### config.mk
export PLATFORM = sky130hd
export DESIGN_NAME = uart_rx
export DESIGN_NICKNAME = d
export VERILOG_FILES = /design/src/rtl/uart_pkg.sv /design/src/rtl/sync_2ff.sv /design/src/rtl/uart_rx.sv
export SDC_FILE = /design/constraint.sdc
export NUM_CORES = 1
export LEC_CHECK = 0
export CORE_MARGIN = 1.5
export CORE_UTILIZATION = 26
export CTS_CLUSTER_SIZE = 28
export DETAILED_ROUTE_END_ITERATION = 7
export PLACE_DENSITY = 0.46
export SYNTH_ARGS = -nofsm -noshare
export SYNTH_HDL_FRONTEND = slang
export SYNTH_SLANG_ARGS = --single-unit
### constraint.sdc
create_clock -name clk -period 2.8 [get_ports clk]
set_input_delay 0.56 -clock clk [delete_from_list [all_inputs] [get_ports clk]]
set_output_delay 0.56 -clock clk [all_outputs]
set_load 0.02 [all_outputs]
### src/rtl/uart_pkg.sv
// rtl/uart_pkg.sv - shared UART types, widths and baud divisor helper
package uart_pkg;

    localparam int DATA_WIDTH = 8;

    typedef enum logic [2:0] {
        IDLE,
        START,
        DATA,
        STOP,
        WAIT_HIGH
    } rx_state_t;

    // sysclk_frequency is in units of 100 kHz; result is truncated
    function automatic int calc_bit_clocks(input int sysclk_frequency, input int baud);
        return (sysclk_frequency * 100000) / baud;
    endfunction

endpackage

### src/rtl/sync_2ff.sv
// rtl/sync_2ff.sv - two-flop synchroniser for a single asynchronous input
module sync_2ff #(
    parameter logic RESET_VALUE = 1'b1
) (
    input  logic clk,
    input  logic reset,
    input  logic d,
    output logic q
);

    logic meta;

    always_ff @(posedge clk) begin
        if (reset) begin
            meta <= RESET_VALUE;
            q    <= RESET_VALUE;
        end else begin
            meta <= d;
            q    <= meta;
        end
    end

endmodule

### src/rtl/uart_rx.sv
// rtl/uart_rx.sv - 8N1 UART receiver with one-entry valid/ready holding register
module uart_rx
    import uart_pkg::*;
#(
    parameter int sysclk_frequency = 1330,
    parameter int baud             = 115200
) (
    input  logic                  clk,
    input  logic                  reset_in,
    input  logic                  rxd,
    output logic [DATA_WIDTH-1:0] rx_data,
    output logic                  rx_valid,
    input  logic                  rx_ready,
    output logic                  framing_error,
    output logic                  overrun,
    output logic                  busy
);

    localparam int BIT_CLOCKS  = calc_bit_clocks(sysclk_frequency, baud);
    localparam int HALF_CLOCKS = BIT_CLOCKS / 2;
    localparam int CW          = $clog2(BIT_CLOCKS);
    localparam logic [CW-1:0] BIT_LOAD  = CW'(BIT_CLOCKS - 1);
    localparam logic [CW-1:0] HALF_LOAD = CW'(HALF_CLOCKS - 1);

    logic                  rxs;
    rx_state_t             state, state_next;
    logic [CW-1:0]         cnt, cnt_next;
    logic [DATA_WIDTH-1:0] shift, shift_next;
    logic [2:0]            idx, idx_next;
    logic                  sample;
    logic                  deliver;
    logic                  frame_bad;
    logic                  load;

    sync_2ff #(.RESET_VALUE(1'b1)) u_sync (
        .clk   (clk),
        .reset (reset_in),
        .d     (rxd),
        .q     (rxs)
    );

    assign sample = (cnt == '0);
    assign busy   = (state != IDLE);
    // A good byte is accepted if the slot is empty or being emptied this same edge
    assign load   = deliver && (!rx_valid || rx_ready);

    always_comb begin
        state_next = state;
        cnt_next   = sample ? cnt : cnt - CW'(1);
        shift_next = shift;
        idx_next   = idx;
        deliver    = 1'b0;
        frame_bad  = 1'b0;
        case (state)
            IDLE: begin
                if (!rxs) begin
                    cnt_next   = HALF_LOAD;
                    state_next = START;
                end
            end
            START: begin
                if (sample) begin
                    if (rxs) begin
                        state_next = IDLE;
                    end else begin
                        cnt_next   = BIT_LOAD;
                        idx_next   = 3'd0;
                        state_next = DATA;
                    end
                end
            end
            DATA: begin
                if (sample) begin
                    shift_next = {rxs, shift[DATA_WIDTH-1:1]};
                    cnt_next   = BIT_LOAD;
                    if (idx == 3'd7) begin
                        state_next = STOP;
                    end else begin
                        idx_next = idx + 3'd1;
                    end
                end
            end
            STOP: begin
                if (sample) begin
                    if (rxs) begin
                        deliver    = 1'b1;
                        state_next = IDLE;
                    end else begin
                        frame_bad  = 1'b1;
                        state_next = WAIT_HIGH;
                    end
                end
            end
            WAIT_HIGH: begin
                // Hold off while the line is in break so it cannot start a new frame
                if (rxs) begin
                    state_next = IDLE;
                end
            end
            default: state_next = IDLE;
        endcase
    end

    always_ff @(posedge clk) begin
        if (reset_in) begin
            state <= IDLE;
            cnt   <= '0;
            shift <= '0;
            idx   <= 3'd0;
        end else begin
            state <= state_next;
            cnt   <= cnt_next;
            shift <= shift_next;
            idx   <= idx_next;
        end
    end

    always_ff @(posedge clk) begin
        if (reset_in) begin
            rx_data       <= '0;
            rx_valid      <= 1'b0;
            framing_error <= 1'b0;
            overrun       <= 1'b0;
        end else begin
            framing_error <= frame_bad;
            overrun       <= deliver && rx_valid && !rx_ready;
            if (load) begin
                rx_data  <= shift;
                rx_valid <= 1'b1;
            end else if (rx_valid && rx_ready) begin
                rx_valid <= 1'b0;
            end
        end
    end

endmodule

# Yosys cells after proc, flatten, opt, wreduce, memory -nomap -nowiden
# Cells that the tools add are included.
# W data, S select, Z words.
# classes
add_sub_neg	2
eq_ne	13
muxes	26
bitwise	2
n_reduce_logical	16
# ops
op	count
$mux W11	5
$mux W3	11
$pmux W11 S3	1
$pmux W3 S5	1
$ne A2 B2 Y1 const B	7
$logic_not A11 Y1	1
$sub A11 B1 Y11 const B	1
$eq A3 B2 Y1 const B	2
$eq A3 B3 Y1 const B	2
$mux W1	6
$pmux W3 S2	1
$reduce_and A6 Y1	1
$reduce_and A5 Y1	1
$logic_and A1 B1 Y1	4
$reduce_bool A2 Y1	2
$add A3 B1 Y3 const B	1
$eq A3 B1 Y1 const B	1
$logic_not A3 Y1	1
$reduce_bool A3 Y1	1
$reduce_or A3 Y1	1
$logic_not A1 Y1	2
$mux W2	1
$ne A2 B1 Y1 const B	1
$not A1 Y1	2
other kinds (2)	2
# word_totals
reg_bits	38
input_bits	4
out_inout_bits	12
wordCells	69

# Logic depth before layout (Yosys ltp)
# Gate-level depths: netlist (run 1).
# depth
depth_word	5
depth_mapped	12
ltp_nobuf	10

# Modules after synthesis
# From an unflattened synthesis (run 1), not the netlist that was laid out.
# hier_totals
cells_unflattened	202
hier_area_um2	1764.2
# modules_own_cells
mod	instances	cells_per_inst	area_per_inst_um2	seq_area_each_um2
uart_rx	1	198	1711.6	720.7
sync_2ff	1	4	52.6	40.0

# Least setup slack after synthesis (run 1)
# Ideal clock, no wire load.
# synth_path
kind	flip-flop to flip-flop
startpoint	reg cnt[0]
endpoint	reg cnt[0]
arrival_ns	2.477
t_required_ns	2.725
path_slack_ns	0.248
stages_incl_launch_ff	13
path_cell_list	dfxtp_1 > inv_1 > ha_1 > or3b_1 > clkbuf_1 > nor3_2 > inv_2 > buf_2 > ha_1 > or3b_2 > a21oi_1 > a21oi_1 > o22ai_1
# synth_between
elab_chain_cells	5
elab_cells_between_ends	8
# synth_rtl
element	line_no	text
start: declaration	uart_rx.sv:27	logic [CW-1:0] cnt, cnt_next;
start signal: assignment	uart_rx.sv:112	cnt <= cnt_next;
$sub A11 B1 Y11 or $logic_not A11 Y1 (tied branches)	uart_rx.sv:49, uart_rx.sv:42	
$mux W11	uart_rx.sv:49	cnt_next = sample ? cnt : cnt - CW'(1);
$mux W11	uart_rx.sv:63	if (rxs) begin
$mux W11	uart_rx.sv:62	if (sample) begin
$pmux W11 S3 *	uart_rx.sv:54	case (state)
# Mark *: on every way between the ends. The rest lies on a longest branch, timed or not.
# A chain may end at the register's enable or synchronous reset.

# Final worst setup path (run 1)
# Same ends and word-level chain as after synthesis.

==> impl_metrics.json, run 1 <==
{
  "hold_viol_final": 0,
  "io_buffers": 15,
  "fin_skew_ps": 2.25,
  "netlist.area_leader.share_pct": 41.7,
  "cts-htree-levels": 2,
  "synthFlopType": "dfxtp_1",
  "synth_edf_count": 0,
  "synth_top_area_cell": "dfxtp_1",
  "num_antenna_cells": 0,
  "tns_ps": 0,
  "netlist_area_um2": 1820,
  "tightest_slew_ps": 842,
  "setup.worst_path.class": "flip-flop to flip-flop",
  "postSynthAreaPerCell_um2": 8.77,
  "ff2ff_setup_slack_ps": 380,
  "hold_buffers": 0,
  "syn_inst": 208,
  "peakVddDrop_mv": 0.283,
  "ys_warn_count": 0,
  "slew-limit-headroom_pct": 43.3,
  "die_area_um2": 7530,
  "grt_remaining_overflow": 0,
  "route.detailed.drc": 0,
  "cts_buffer_depth": 2,
  "cts_setup_buffers": 0,
  "grt_pass1_vias": 1533,
  "dr.pass1.iters": 4,
  "die_w_um": 86.8,
  "end_kind": "flip-flop",
  "cp-endpoint": "cnt[0]",
  "grt_usage_pct": 12.6,
  "start_kind": "flip-flop",
  "numClockSinks": 38,
  "rsz0062_at_grt": "false",
  "start_util_pct": 26.9,
  "final_antenna_net_count": 0,
  "drt-initial-drc-count": 126,
  "cp.arrival_ps": 2640,
  "clockRootBuffer": "clkbuf_8",
  "clkTransAtPathRegs_ps": 80,
  "insertion_delay_ps": 290,
  "setup_viol": 0,
  "grt_max_degree": 21,
  "grt_antenna_before_repair": 0,
  "n_fill_cell": 725,
  "slew_violations": 0,
  "mostFrequentLayoutCells": "dfxtp_1, nor2_1, a21oi_1",
  "fmax_ghz": 0.413,
  "status": "completed",
  "fp.coreArea_um2": 6790,
  "r2r_end": "cnt[0]",
  "r2r-start": "cnt[0]",
  "post-route-util_pct": 32.0,
  "vias_per_cell": 4.85,
  "reg2reg_depth": 10,
  "p_leak_nw": 0.756,
  "cts_inserted_buffers": 5,
  "crit_path_start": "cnt[0]",
  "gp_congestion": 0.764,
  "final_common_cell": "dfxtp_1",
  "power.density_nw_per_um2": 798,
  "die_y_um": 86.8,
  "drv_cap": 0,
  "wl_per_cell_um": 13.3,
  "critPathMaxFanout": 5,
  "ys_seq_elements": 38,
  "fin_crit_ps": 2420,
  "ys_seq_area_share_pct": 41.7,
  "ys_async_sr_fraction_pct": 0,
  "worstPathRequired_ps": 3030,
  "grt_pass1_wl_um": 7450,
  "num_io_pins": 16,
  "yosysUniqueCellTypes": 50,
  "synth.area.top_cells": "dfxtp_1, mux2i_1, a21oi_1",
  "fin_crit_sh_pct": 86.4,
  "fin_nets": 230,
  "wl_um": 4240,
  "drive_gt1_share_pct": 12.1,
  "hpwl_um": 2820,
  "rows": 30,
  "vias": 1546,
  "hold_path.class": "flip-flop to flip-flop",
  "area_delta_synth_final_pct": 19.1,
  "cts_resized": 0,
  "cts_tree": "built",
  "synthesis.nets": 216
}
-- sequential cells by signal, indices dropped and copies added, names as in the netlist --
signal         count
cnt               11
rx_data            8
shift              8
idx                3
state              3
framing_error      1
overrun            1
rx_valid           1
u_sync.meta        1
u_sync.q           1
-- layer usage --
| metal | GRT usage [%] | vias to the layer above | wire length, um | part of all wire (%) |
|---|---|---|---|---|
| met4 | 4.84 | 0 | 42 | 0.99 |
| li1 | - | 789 | - | - |
| met5 | 0 | - | 0 | 0 |
| met1 | 16.8 | 725 | 2210 | 52 |
| met3 | 3.14 | 4 | 163 | 3.8 |
| met2 | 19.5 | 28 | 1820 | 43 |
-- area by class of cell --
| cell class | instances | area (um2) | share of cell area, % |
|---|---|---|---|
| multi-input combinational | 150 | 978 | 45.0 |
| sequential | 38 | 761 | 35.0 |
| timing repair buffer | 21 | 195 | 8.99 |
| tap | 96 | 120 | 5.53 |
| clock buffer | 6 | 82.6 | 3.80 |
| inverter | 6 | 22.5 | 1.04 |
| clock inverter | 2 | 12.5 | 0.576 |
-- critical path: stages (launching register included) --
cell     delay [ps]
dfxtp_1         350
inv_1            90
ha_1            190
or3b_1          480
nor3_2          270
inv_2            60
ha_1            170
or3b_2          430
a21oi_1         130
a21oi_1          50
o22ai_1         130
-- synth_stat cells (all sizes together) (6+ instances only) --
cell type	number
a21oi	20
o31ai	6
nand3	10
mux2i	11
nor3	7
o21ai	10
clkbuf	10
nand2	6
dfxtp	38
nor2	22
inv	6
-- per-stage QoR --
stage	setup slack [ps]	hold slack (ps)	area, um2	cells	power (mW)
after floorplan	248	389	1820	208	1.17
after global placement	435	393	2080	311	1.33
after detailed placement	419	399	2080	311	1.33
after CTS	383	423	2170	319	1.74
after global routing	217	442	2170	319	1.85
final	381	420	2170	319	1.73
-- where the power goes --
part	switching (mW)	leakage [nW]	internal, mW
clock	0.210	0.0472	0.198
combinational	0.406	0.401	0.263
sequential	0.0641	0.308	0.591
-- worst min path at each step --
stage / endpoint / depth (start not counted) / from / slack, ps
finish: u_sync.q / 1 / u_sync.meta / 420
global route: u_sync.q / 1 / u_sync.meta / 440
CTS: u_sync.q / 1 / u_sync.meta / 420
detailed placement: u_sync.q / 1 / u_sync.meta / 400
global placement: u_sync.q / 1 / u_sync.meta / 390
floorplan: u_sync.q / 1 / u_sync.meta / 390
-- cells by family (layout without fill, tap and decap cells) --
| family | after synthesis | count (layout) | share of synthesized area (%) |
|---|---|---|---|
| fa+ha+maj | 4 | 4 | 2.74 |
| mux | 12 | 12 | 6.65 |
| xor+xnor | 2 | 2 | 0.960 |
| buf+inv | 20 | 35 | 4.66 |
| simple gates | 81 | 81 | 25.9 |
| flops | 38 | 38 | 41.7 |
| compound gates | 51 | 51 | 17.4 |
Power figures use the tool's default switching activity.
==> run 2: changes to the inputs <==
CORE_UTILIZATION = 43   (was 26)
PLACE_DENSITY = 0.66   (was 0.46)
==> run 2 against run 1 <==
Core utilization is 21 points higher. Final cell count is 14% lower. Die area is 38% lower. Clock skew is 4.4 ps higher. Largest cell class unchanged. Final area is 2.6% lower. Flip-flop and latch count stayed put. Non-clock buffer count stayed put. Sequential share of layout area is 0.95 points higher. Sequential power hardly changed.
==> impl_metrics.json, run 2 (same netlist as run 1, synthesis figures left out) <==
{
  "status": "completed",
  "route.detailed.drc": 0,
  "mostFrequentLayoutCells": "dfxtp_1, nor2_1, a21oi_1",
  "cp.arrival_ps": 2630,
  "insertion_delay_ps": 290,
  "drt-initial-drc-count": 72,
  "critPathMaxFanout": 5,
  "hold_buffers": 0,
  "wl_um": 3710,
  "fin_crit_ps": 2410,
  "rows": 23,
  "drive_gt1_share_pct": 12.1,
  "grt_remaining_overflow": 0,
  "clkTransAtPathRegs_ps": 70,
  "die_w_um": 68.1,
  "max_flop_register": "cnt",
  "gp_congestion": 0.832,
  "end_kind": "flip-flop",
  "start_kind": "flip-flop",
  "drv_cap": 0,
  "numClockSinks": 38,
  "fmax_ghz": 0.415,
  "fin_cells": 273,
  "power.density_nw_per_um2": 799,
  "cts_buffer_depth": 2,
  "total_power_mw": 1.69,
  "cts-htree-levels": 2,
  "wl_per_cell_um": 13.6,
  "num_io_pins": 16,
  "reg2reg_depth": 10,
  "r2r_end": "cnt[0]",
  "slew-limit-headroom_pct": 51.7,
  "slew_violations": 0,
  "clock_power_share_pct": 22.8,
  "hpwl_um": 2510,
  "cts_setup_buffers": 0,
  "worstPathRequired_ps": 3020,
  "p_int_mw": 1.05,
  "p_comb_share_pct": 38.4,
  "peakVddDrop_mv": 0.348,
  "holdPathEnd": "u_sync.q",
  "grt_pass1_wl_um": 6110,
  "io_buffers": 15,
  "dp_cells": 265,
  "vias_per_cell": 5.67,
  "setup.worst_path.class": "flip-flop to flip-flop",
  "n_fill_cell": 395,
  "rsz0062_at_grt": "false",
  "p_sw_mw": 0.639,
  "die_area_um2": 4640,
  "cts_inserted_buffers": 5,
  "final_antenna_net_count": 0,
  "ff2ff_setup_slack_ps": 390,
  "vias": 1547,
  "tightest_slew_ps": 719,
  "fp.coreArea_um2": 4030,
  "hold_viol_final": 0,
  "grt_max_degree": 24,
  "cts_tree": "built",
  "clockRootBuffer": "clkbuf_8",
  "p_leak_nw": 0.756,
  "fin_skew_ps": 6.65,
  "regArea_um2": 761,
  "r2r-start": "cnt[0]",
  "dr.pass1.iters": 4,
  "hold_start": "u_sync.meta",
  "min_path_cells": 1,
  "swShare_pct": 37.8,
  "grt_usage_pct": 17.7,
  "setup_viol": 0,
  "fin_crit_sh_pct": 86.1,
  "largest_reg_flops": 11,
  "grt_pass1_vias": 1267,
  "cts_resized": 0,
  "seqPwrFrac_pct": 38.8,
  "num_antenna_cells": 0,
  "grt_antenna_before_repair": 0,
  "final_common_cell": "dfxtp_1",
  "reg_top3": "cnt x11, rx_data x8, shift x8",
  "hold_path.class": "flip-flop to flip-flop",
  "tns_ps": 0,
  "fin_nets": 230,
  "area_delta_synth_final_pct": 15.9,
  "die_y_um": 68.1,
  "multiInputGateArea_um2": 978,
  "start_util_pct": 45.3
}
==> run 2: metrics by stage <==
stage / util [%] / setup WS, ps / instance area [um2] / hold slack [ps]
3_5_place_dp: 50.1 / 412 / 2020 / 397
2_1_floorplan: - / 248 / 1820 / 389
6_report: 52.5 / 391 / 2110 / 411
5_1_grt: 52.5 / 242 / 2110 / 422
4_1_cts: 52.5 / 389 / 2110 / 415
3_3_place_gp: 50.1 / 469 / 2020 / 395
==> run 2: routing by layer <==
metal  share of wire, %  GRT usage [%]  wire length, um
met1                 51           24.4             1880
met2                 43           25.6             1590
met3                4.0           4.61              149
met4                2.4           8.25               89
met5                  0              0                0
==> run 2: power by group through the flow <==
| stage | clock network (mW) | logic [mW] | registers, mW |
|---|---|---|---|
| finish | 0.386 | 0.649 | 0.656 |
| global route | 0.423 | 0.724 | 0.663 |
| CTS | 0.403 | 0.647 | 0.654 |
| detailed placement | 0 | 0.642 | 0.666 |
| global placement | 0 | 0.644 | 0.665 |
| floorplan | 0 | 0.525 | 0.648 |
==> run 2: final cells by class <==
class | instances | area share (%)
Clock buffer | 6 | 3.91
Tap cell | 50 | 2.96
Timing Repair Buffer | 21 | 9.23
Clock inverter | 2 | 0.592
Multi-Input combinational cell | 150 | 46.3
Sequential cell | 38 | 36.0
Inverter | 6 | 1.07
==> run 2: worst max path at each step <==
stage,end,from
global placement,cnt[0],cnt[0]
CTS,cnt[0],cnt[0]
floorplan,cnt[0],cnt[0]
detailed placement,cnt[0],cnt[0]
finish,cnt[0],cnt[0]
global route,cnt[0],cnt[1]
==> run 2: critical path, cell delays in order, from the launching register on <==
cell	delay (ps)
dfxtp_1	340
inv_1	80
ha_1	200
or3b_1	470
nor3_2	260
inv_2	60
ha_1	160
or3b_2	430
a21oi_1	140
a21oi_1	60
o22ai_1	140
==> run 3: changes to the inputs <==
PLACE_DENSITY = 0.74   (was 0.66)
==> run 3 against run 2 <==
Register-to-register slack improved by 40 ps. Flip-flop and latch count unchanged. Final cell count down 0.37%. Core utilization shrank 0.19 points. Maximum frequency up 1.8%. Clock power increased by 2%. Non-clock buffer count down 1. Via count down 2.3%. Die area did not move. Final area is 0.36% lower. Power fell by 0.25%. Critical path depth unchanged. Largest cell class unchanged. Largest power group unchanged.
==> impl_metrics.json, run 3 (same netlist as run 1, synthesis figures left out) <==
{
  "status": "completed",
  "die_area_um2": 4640,
  "route.detailed.drc": 0,
  "p_comb_share_pct": 38.0,
  "slew-limit-headroom_pct": 52.7,
  "fin_area_um2": 2110,
  "max_flop_register": "cnt",
  "largest_reg_flops": 11,
  "start_util_pct": 45.3,
  "tns_ps": 0,
  "fin_crit_ps": 2370,
  "drive_gt1_share_pct": 11.7,
  "r2r_end": "cnt[0]",
  "cts-htree-levels": 2,
  "fp.coreArea_um2": 4030,
  "clkTransAtPathRegs_ps": 70,
  "power.density_nw_per_um2": 800,
  "crit_path_start": "cnt[0]",
  "cts_resized": 0,
  "grt_use_met2_pct": 26.1,
  "slew_violations": 0,
  "cts_inserted_buffers": 5,
  "reg_top3": "cnt x11, rx_data x8, shift x8",
  "r2r-start": "cnt[0]",
  "swShare_pct": 37.7,
  "peakVddDrop_mv": 0.561,
  "grt_max_degree": 40,
  "mostFrequentLayoutCells": "dfxtp_1, nor2_1, a21oi_1",
  "tightest_slew_ps": 704,
  "total_power_mw": 1.69,
  "p_sw_mw": 0.636,
  "hold_ws_ps": 416,
  "fin_crit_sh_pct": 84.5,
  "die_y_um": 68.1,
  "ff2ff_setup_slack_ps": 430,
  "clock_power_share_pct": 23.3,
  "n_fill_cell": 399,
  "cp.arrival_ps": 2580,
  "num_io_pins": 16,
  "vias_per_cell": 5.56,
  "hold_viol_final": 0,
  "start_kind": "flip-flop",
  "hold_buffers": 0,
  "critPathMaxFanout": 5,
  "setup.worst_path.class": "flip-flop to flip-flop",
  "cts_buffer_depth": 2,
  "p_leak_nw": 0.751,
  "seqPwrFrac_pct": 38.7,
  "final_common_cell": "dfxtp_1",
  "hpwl_um": 2520,
  "drv_cap": 0,
  "grtUsageMet3_pct": 4.44,
  "insertion_delay_ps": 290,
  "cts_tree": "built",
  "top_usage_layer": "met2",
  "rows": 23,
  "grt_pass1_vias": 1332,
  "p_int_mw": 1.05,
  "wl_um": 3680,
  "rsz0062_at_grt": "false",
  "regArea_um2": 761,
  "fmax_ghz": 0.423,
  "grt_pass1_wl_um": 6130,
  "multiInputGateArea_um2": 978,
  "setup_viol": 0,
  "wl_per_cell_um": 13.5,
  "drt-initial-drc-count": 110,
  "die_w_um": 68.1,
  "dr.pass1.iters": 4,
  "worstPathRequired_ps": 3010,
  "grt_usage_pct": 17.9,
  "cts_setup_buffers": 0,
  "clockRootBuffer": "clkbuf_8",
  "grt_remaining_overflow": 0,
  "area_delta_synth_final_pct": 15.5,
  "vias": 1511,
  "post-route-util_pct": 52.3,
  "hold_path.class": "flip-flop to flip-flop",
  "grt_util_met1_pct": 24.0,
  "numClockSinks": 38,
  "end_kind": "flip-flop",
  "reg2reg_depth": 10,
  "io_buffers": 15,
  "cp-endpoint": "cnt[0]",
  "num_antenna_cells": 0,
  "final_antenna_net_count": 0,
  "gp_congestion": 0.845,
  "placed_cell_area_um2": 2010,
  "fin_nets": 229,
  "fin_skew_ps": 9.21,
  "grt_antenna_before_repair": 0
}
-- run 3: worst min-delay path by stage --
stage / start / to / cells after the start / slack, ps
after floorplan: u_sync.meta / u_sync.q / 1 / 390
after global placement: u_sync.meta / u_sync.q / 1 / 390
final: u_sync.meta / u_sync.q / 1 / 420
after detailed placement: u_sync.meta / u_sync.q / 1 / 400
after CTS: u_sync.meta / u_sync.q / 1 / 420
after global routing: u_sync.meta / u_sync.q / 1 / 430
-- run 3: layout make-up --
type | count | area share (%)
clock buffers | 6 | 3.92
clock inverters | 2 | 0.594
inverters | 6 | 1.07
multi-input cells | 150 | 46.4
flip-flops and latches | 38 | 36.1
well taps | 50 | 2.97
repair buffers | 20 | 8.91
-- run 3: routing by layer --
metal	wire, um	vias up
met5	0	-
met4	84	0
met3	124	10
met2	1650	20
met1	1820	692
li1	-	789
-- run 3: through the flow --
step                      setup WS, ps  cells
after global routing               227    272
after CTS                          425    272
after detailed placement           436    264
after global placement             477    264
final                              434    272
after floorplan                    248    208
-- run 3: critical path, stage by stage (launching register included) --
cell and delay (ps):
dfxtp_1 340, inv_1 80, ha_1 190, or3b_1 470
nor3_2 260, inv_2 60, ha_1 160, or3b_2 430
a21oi_1 130, a21oi_1 50, o22ai_1 130
-- run 3: power by group through the flow --
| stage | clock [mW] | combinational (mW) | sequential [mW] |
|---|---|---|---|
| floorplan | 0 | 0.525 | 0.648 |
| global placement | 0 | 0.634 | 0.663 |
| detailed placement | 0 | 0.638 | 0.665 |
| CTS | 0.407 | 0.642 | 0.652 |
| global route | 0.421 | 0.717 | 0.663 |
| finish | 0.393 | 0.640 | 0.653 |
